$ cat src/rtl/jk_pkg.sv
// Shared constants for the JK-flip-flop based modulo counter: JK excitation modes
// and the default counter geometry.
package jk_pkg;

  localparam logic [1:0] HOLD   = 2'b00;
  localparam logic [1:0] RESET  = 2'b01;
  localparam logic [1:0] SET    = 2'b10;
  localparam logic [1:0] TOGGLE = 2'b11;

  localparam int unsigned DefaultWidth   = 4;
  localparam int unsigned DefaultModulus = 10;

endpackage

$ cat src/rtl/jk_ff.sv
// Generic JK flip-flop with asynchronous active-low reset; knows nothing about counting.
module jk_ff
  import jk_pkg::*;
(
  input  logic clk,
  input  logic rst,
  input  logic j,
  input  logic k,
  output logic q
);

  logic q_d, q_q;

  always_comb begin
    q_d = q_q;
    unique case ({j, k})
      HOLD:   q_d = q_q;
      RESET:  q_d = 1'b0;
      SET:    q_d = 1'b1;
      TOGGLE: q_d = ~q_q;
    endcase
  end

  always_ff @(posedge clk or negedge rst) begin
    if (!rst) begin
      q_q <= 1'b0;
    end else begin
      q_q <= q_d;
    end
  end

  assign q = q_q;

endmodule

$ cat src/rtl/jk_mod_counter.sv
// Up/down modulo-MODULUS counter with parallel load, whose state lives only in
// WIDTH JK flip-flops driven through JK excitation of the combinational next value.
module jk_mod_counter
  import jk_pkg::*;
#(
  parameter int unsigned WIDTH   = DefaultWidth,
  parameter int unsigned MODULUS = DefaultModulus
) (
  input  logic             clk,
  input  logic             rst,
  input  logic             en,
  input  logic             up,
  input  logic             load,
  input  logic [WIDTH-1:0] d,
  output logic [WIDTH-1:0] q,
  output logic             tc
);

  localparam logic [WIDTH-1:0] MaxVal  = WIDTH'(MODULUS - 1);
  localparam logic [WIDTH:0]   ModWide = (WIDTH + 1)'(MODULUS);

  logic [WIDTH-1:0] q_q;
  logic [WIDTH-1:0] n_d;
  logic [WIDTH-1:0] j;
  logic [WIDTH-1:0] k;
  logic             d_legal;
  logic             q_legal;

  // Compare one bit wider so MODULUS == 2**WIDTH stays representable.
  always_comb begin
    d_legal = ({1'b0, d} < ModWide);
    q_legal = ({1'b0, q_q} < ModWide);
    n_d     = q_q;
    if (load) begin
      n_d = d_legal ? d : '0;
    end else if (en) begin
      if (!q_legal) begin
        n_d = '0;
      end else if (up) begin
        n_d = (q_q == MaxVal) ? '0 : q_q + WIDTH'(1);
      end else begin
        n_d = (q_q == '0) ? MaxVal : q_q - WIDTH'(1);
      end
    end
  end

  // Excitation: unchanged bits get J=K=0, so hold is free.
  assign j = ~q_q & n_d;
  assign k = q_q & ~n_d;

  for (genvar i = 0; i < WIDTH; i++) begin : g_bit
    jk_ff u_jk_ff (
      .clk (clk),
      .rst (rst),
      .j   (j[i]),
      .k   (k[i]),
      .q   (q_q[i])
    );
  end

  assign q  = q_q;
  assign tc = rst & en & ~load & ((up & (q_q == MaxVal)) | (~up & (q_q == '0)));

endmodule
$ cat config.mk
export PLATFORM = sky130hd
export DESIGN_NAME = jk_mod_counter
export DESIGN_NICKNAME = d
export VERILOG_FILES = /design/src/rtl/jk_pkg.sv /design/src/rtl/jk_ff.sv /design/src/rtl/jk_mod_counter.sv
export SDC_FILE = /design/constraint.sdc
export NUM_CORES = 1
export LEC_CHECK = 0
export ABC_CLOCK_PERIOD_IN_PS = 2850
export BUFFER_PORTS_ARGS = -buffer_cell sky130_fd_sc_hd__buf_2
export CAP_MARGIN = 10
export CORE_AREA = 2 2 39 41
export DETAILED_ROUTE_END_ITERATION = 16
export DIE_AREA = 0 0 41 43
export SLEW_MARGIN = 20
export SYNTH_ARGS = -nofsm -noshare
export SYNTH_HDL_FRONTEND = slang
export SYNTH_HIERARCHICAL = 1
export SYNTH_SLANG_ARGS = --single-unit
export TNS_END_PERCENT = 30
$ cat constraint.sdc
create_clock -name clk -period 2.85 [get_ports clk]
set_input_delay 0.4275 -clock clk [delete_from_list [all_inputs] [get_ports clk]]
set_output_delay 0.4275 -clock clk [all_outputs]
set_load 0.02 [all_outputs]
# == After elaboration in Yosys (flattened, before gate mapping) ==
# Cells that the tools add are included.
# classes
n_addsub,2
magnitude_cmp,2
n_eq_ne,13
n_mux,11
n_bitwise,16
n_reduce_logical,5
# op_table
cell,n
4-bit two-way mux,7
"2-bit == test, second input constant",8
1-bit case mux with 3 select lines,4
4-bit AND,2
"2-bit by 1-bit == test with 1-bit output, second input constant",4
2-bit logical NOT,4
"4-bit < comparator, second input constant",2
4-bit NOT,2
1-bit NOT,6
1-bit AND,5
"4-bit by 1-bit adder with 4-bit output, second input constant",1
"4-bit == test, second input constant",1
4-bit logical NOT,1
"4-bit by 1-bit subtractor with 4-bit output, second input constant",1
1-bit OR,1
# word_totals
ff_bits,4
inputBits,9
output_inout_bits,5
elab_cells,53

# == Depth between registers and ports, before layout ==
# depth
word_depth,10
mapped_depth,7
ltp_nobuf,6

# == By module ==
# Netlist, hierarchy kept.
# modules_own_cells
mod,instances,cells_each,area_per_inst_um2,seq_area_each_um2
jk_mod_counter,1,51,307.8,0.0
jk_ff,4,3,33.8,25.0

# == Worst setup path before layout ==
# OpenSTA, ideal clock, no wires.
# synth_path
kind,reg2out
startpoint,reg g_bit[0].u_jk_ff.q_q
endpoint,out tc
t_arrival_ns,1.318
required_time_ns,2.423
setup_slack_ns,1.104
path_stages_with_launch,5
path_buffers,1
path_cell_list,dfrtp_1 > buf_2 > or2_1 > o21ai_0 > and4_1
# synth_via
elab_chain_len,4
elab_cells_between_ends,6
classes_between,eq/ne: 1; bitwise: 4; reduce/logical: 1
# synth_lines
item,line_no,text
from (decl),jk_ff.sv:12,"logic q_d, q_q;"
from (signal assigned),jk_ff.sv:28,q_q <= q_d;
4-bit == test or 4-bit logical NOT (tied branches),jk_mod_counter.sv:62,assign tc = rst & en & ~load & ((up & (q_q == MaxVal)) | (~up & (q_q == '0)));
1-bit AND,jk_mod_counter.sv:62,
1-bit OR (*),jk_mod_counter.sv:62,
1-bit AND (*),jk_mod_counter.sv:62,
to (decl),jk_mod_counter.sv:16,output logic tc
# Every way passes the cells marked *; elsewhere a longest branch is shown, timed or not.

# == Final worst setup path ==
# Ends and elaborated chain as after synthesis.

==> flow_summary.json <==
{
  "run_status": "complete, no violations",
  "largest_reg_flops": 4,
  "drt_iter0_drc": 13,
  "p_int_mw": 0.230,
  "finalCritPeriodShare_pct": 67.3,
  "vias": 482,
  "core.rowCount": 14,
  "async_flop_share_pct": 100,
  "htree_levels": 1,
  "path_max_fanout": 14,
  "drc_errors": 0,
  "criticalPathCategory": "flop to output pin",
  "p_comb_share_pct": 46.7,
  "clock_power_share_pct": 14.7,
  "power.leakage_nw": 0.228,
  "dp_hpwl_um": 780,
  "synth_nets": 72,
  "cp-end-kind": "output pin",
  "arrival_ns": 1.49,
  "synth_seq_area_share_pct": 22.6,
  "overflow": 0,
  "worst-endpoint-required_ns": 2.42,
  "seqCellArea_um2": 100,
  "fp.dieW_um": 41,
  "use_met2_pct": 20.0,
  "nNetsFinal": 86,
  "p_sw_mw": 0.238,
  "grt_pass1_vias": 409,
  "core_um2": 1380,
  "postCtsResizedCells": 0,
  "die_h_um": 43,
  "final_max_slew_viol_count": 0,
  "grt_pass1_wl_um": 1640,
  "final_util_pct": 38.0,
  "p_per_area_nw_per_um2": 891,
  "hp-class": "primary input to asynchronous set/reset pin",
  "num_antenna_cells": 0,
  "use_met1_pct": 17.2,
  "start_kind": "flop",
  "gp_congestion": 0.848,
  "max_freq_ghz": 0.521,
  "min_period_ns": 1.92,
  "dr.pass1.iters": 4,
  "yosysWarnings": 6,
  "skew_ns": 0.00530,
  "viasPerCell": 5.30,
  "clock_path_buffers": 2,
  "grt_max_degree": 15,
  "clkLatencyLatePin_ns": 0.23,
  "worstMarginPinSlew_ns": 0.404,
  "slew_headroom_pct": 73.1,
  "die_area_um2": 1760,
  "ys_ff_latch": 4,
  "syn_area_per_cell_um2": 7.03,
  "grt_setup_unrepaired": "false",
  "cts_tree": "done",
  "antenna_found_initial": 0,
  "p_seq_share_pct": 38.5,
  "ant_nets": 0,
  "track_usage_pct": 14.0,
  "synth-main-ff-cell": "dfrtp_1",
  "cts-buffers-inserted": 3,
  "swShare_pct": 50.9,
  "cts_setup_buffers": 0,
  "syn2layout_area_growth_pct": 18.6,
  "finalSetupViolations": 0,
  "io-pin-count": 14,
  "cts.reportedPaths.clkPinSlew_ns": 0.04,
  "ys_types": 29,
  "start_util_pct": 32.0,
  "n_fill_cell": 146,
  "busiest_layer": "met2",
  "gr-usage-met3_pct": 7.85,
  "fin_tns_setup_ns": 0,
  "synth_edf_count": 0,
  "totalWireLength_um": 1010,
  "max_cap_viol_count": 0,
  "multi_input_area_um2": 293,
  "irDropWorstVdd_v": 0.000420,
  "port_buffers": 13,
  "synthesis.area_um2": 443,
  "syn_inst": 63,
  "cts_root_buf": "clkbuf_4",
  "avgRoutedWirePerCell_um": 11.1,
  "clock_sinks": 4,
  "drive_above_1_share_pct": 24.0,
  "finalHoldViolCount": 0
}
## per-layer routing
layer | up-vias | routed length, um
met3 | 0 | 47
met5 | - | 0
met2 | 8 | 482
met4 | 0 | 0
li1 | 257 | -
met1 | 217 | 480
## logic make-up (layout without fill, tap and decap cells)
group	Yosys count	after routing	synth area share (%)
compound gates	25	25	34.5
xor+xnor	1	1	1.98
buf+inv	9	21	11.3
flops	4	4	22.6
simple gates	24	24	29.7
## synth_stat cells (2+ instances only)
cell type | instances | area (um^2)
nor2b_1 | 2 | 12.5
clkbuf_1 | 2 | 7.51
nor2_1 | 8 | 30.0
inv_1 | 3 | 11.3
dfrtp_1 | 4 | 100
o31ai_1 | 3 | 22.5
nand2_1 | 3 | 11.3
a21oi_1 | 9 | 45.0
buf_6 | 2 | 22.5
nand4_1 | 2 | 12.5
o21ai_0 | 7 | 35.0
## area by class of cell
| type | instances | area share (%) |
|---|---|---|
| multi-input combinational | 50 | 55.7 |
| clock buffer | 3 | 4.29 |
| sequential | 4 | 19.0 |
| inverter | 4 | 2.86 |
| tap | 16 | 3.81 |
| timing repair buffer | 14 | 14.3 |
## power groups by stage
stage / sequential, mW / combinational (mW) / clock (mW)
global route: 0.194 / 0.246 / 0.0760
global placement: 0.180 / 0.217 / 0
CTS: 0.177 / 0.221 / 0.0726
detailed placement: 0.178 / 0.219 / 0
finish: 0.180 / 0.219 / 0.0690
floorplan: 0.150 / 0.202 / 0
## final timing paths
| check | start | end | slack [ns] | cells past startpoint |
|---|---|---|---|---|
| min reg2reg | g_bit[0].u_jk_ff/q | g_bit[0].u_jk_ff/q | 0.71 | 1 |
| min | rst | g_bit[3].u_jk_ff/q | 0.54 | 2 |
| max | g_bit[0].u_jk_ff/q | tc | 0.93 | 4 |
| min in group clk | d[0] | g_bit[0].u_jk_ff/q | 0.54 | 3 |
| max in group asynchronous | rst | g_bit[0].u_jk_ff/q | 2.17 | 2 |
| max reg2reg | g_bit[3].u_jk_ff/q | g_bit[1].u_jk_ff/q | 1.21 | 5 |
## placed cells by master, fill, tap and decap left out
cell / count
and2_1: 1
nor3_1: 1
inv_1: 3
dlygate4sd3_1: 1
or2_1: 1
nor3_2: 1
o41ai_1: 1
o221a_1: 1
inv_2: 1
or3_1: 1
xnor2_1: 1
or3b_1: 1
a21oi_1: 9
and4_1: 1
nor2b_1: 2
clkbuf_4: 3
buf_2: 13
a21boi_0: 1
dfrtp_1: 4
nor3b_1: 1
o211ai_1: 1
o21ai_0: 7
and3_1: 1
nor2_1: 8
nand2_1: 3
nand4_1: 2
a32oi_1: 1
o31ai_1: 3
a31oi_1: 1
## metrics by stage
| step | std cells | instance area, um^2 | hold WS, ns | power (mW) | worst slack (ns) |
|---|---|---|---|---|---|
| 2_1_floorplan | 63 | 443 | 0.132 | 0.351 | 1.10 |
| 3_3_place_gp | 87 | 493 | 0.248 | 0.397 | 1.12 |
| 3_5_place_dp | 87 | 493 | 0.248 | 0.397 | 1.11 |
| 4_1_cts | 91 | 526 | 0.533 | 0.471 | 0.917 |
| 5_1_grt | 91 | 526 | 0.552 | 0.515 | 0.795 |
| 6_report | 91 | 526 | 0.539 | 0.468 | 0.931 |
## critical path, stage by stage, from the launching register on
cell,delay (ns)
dfrtp_1,0.49
or2_1,0.29
o21ai_0,0.13
and4_1,0.19
buf_2,0.16
## timing repair
item / 4_1_cts / 5_1_grt
hold buffers: 1 / 0
hold endpoints to repair: 4 / 0
endpoints found under the setup margin: 0 / 0
Note: power is estimated with default switching activity, not from simulation.
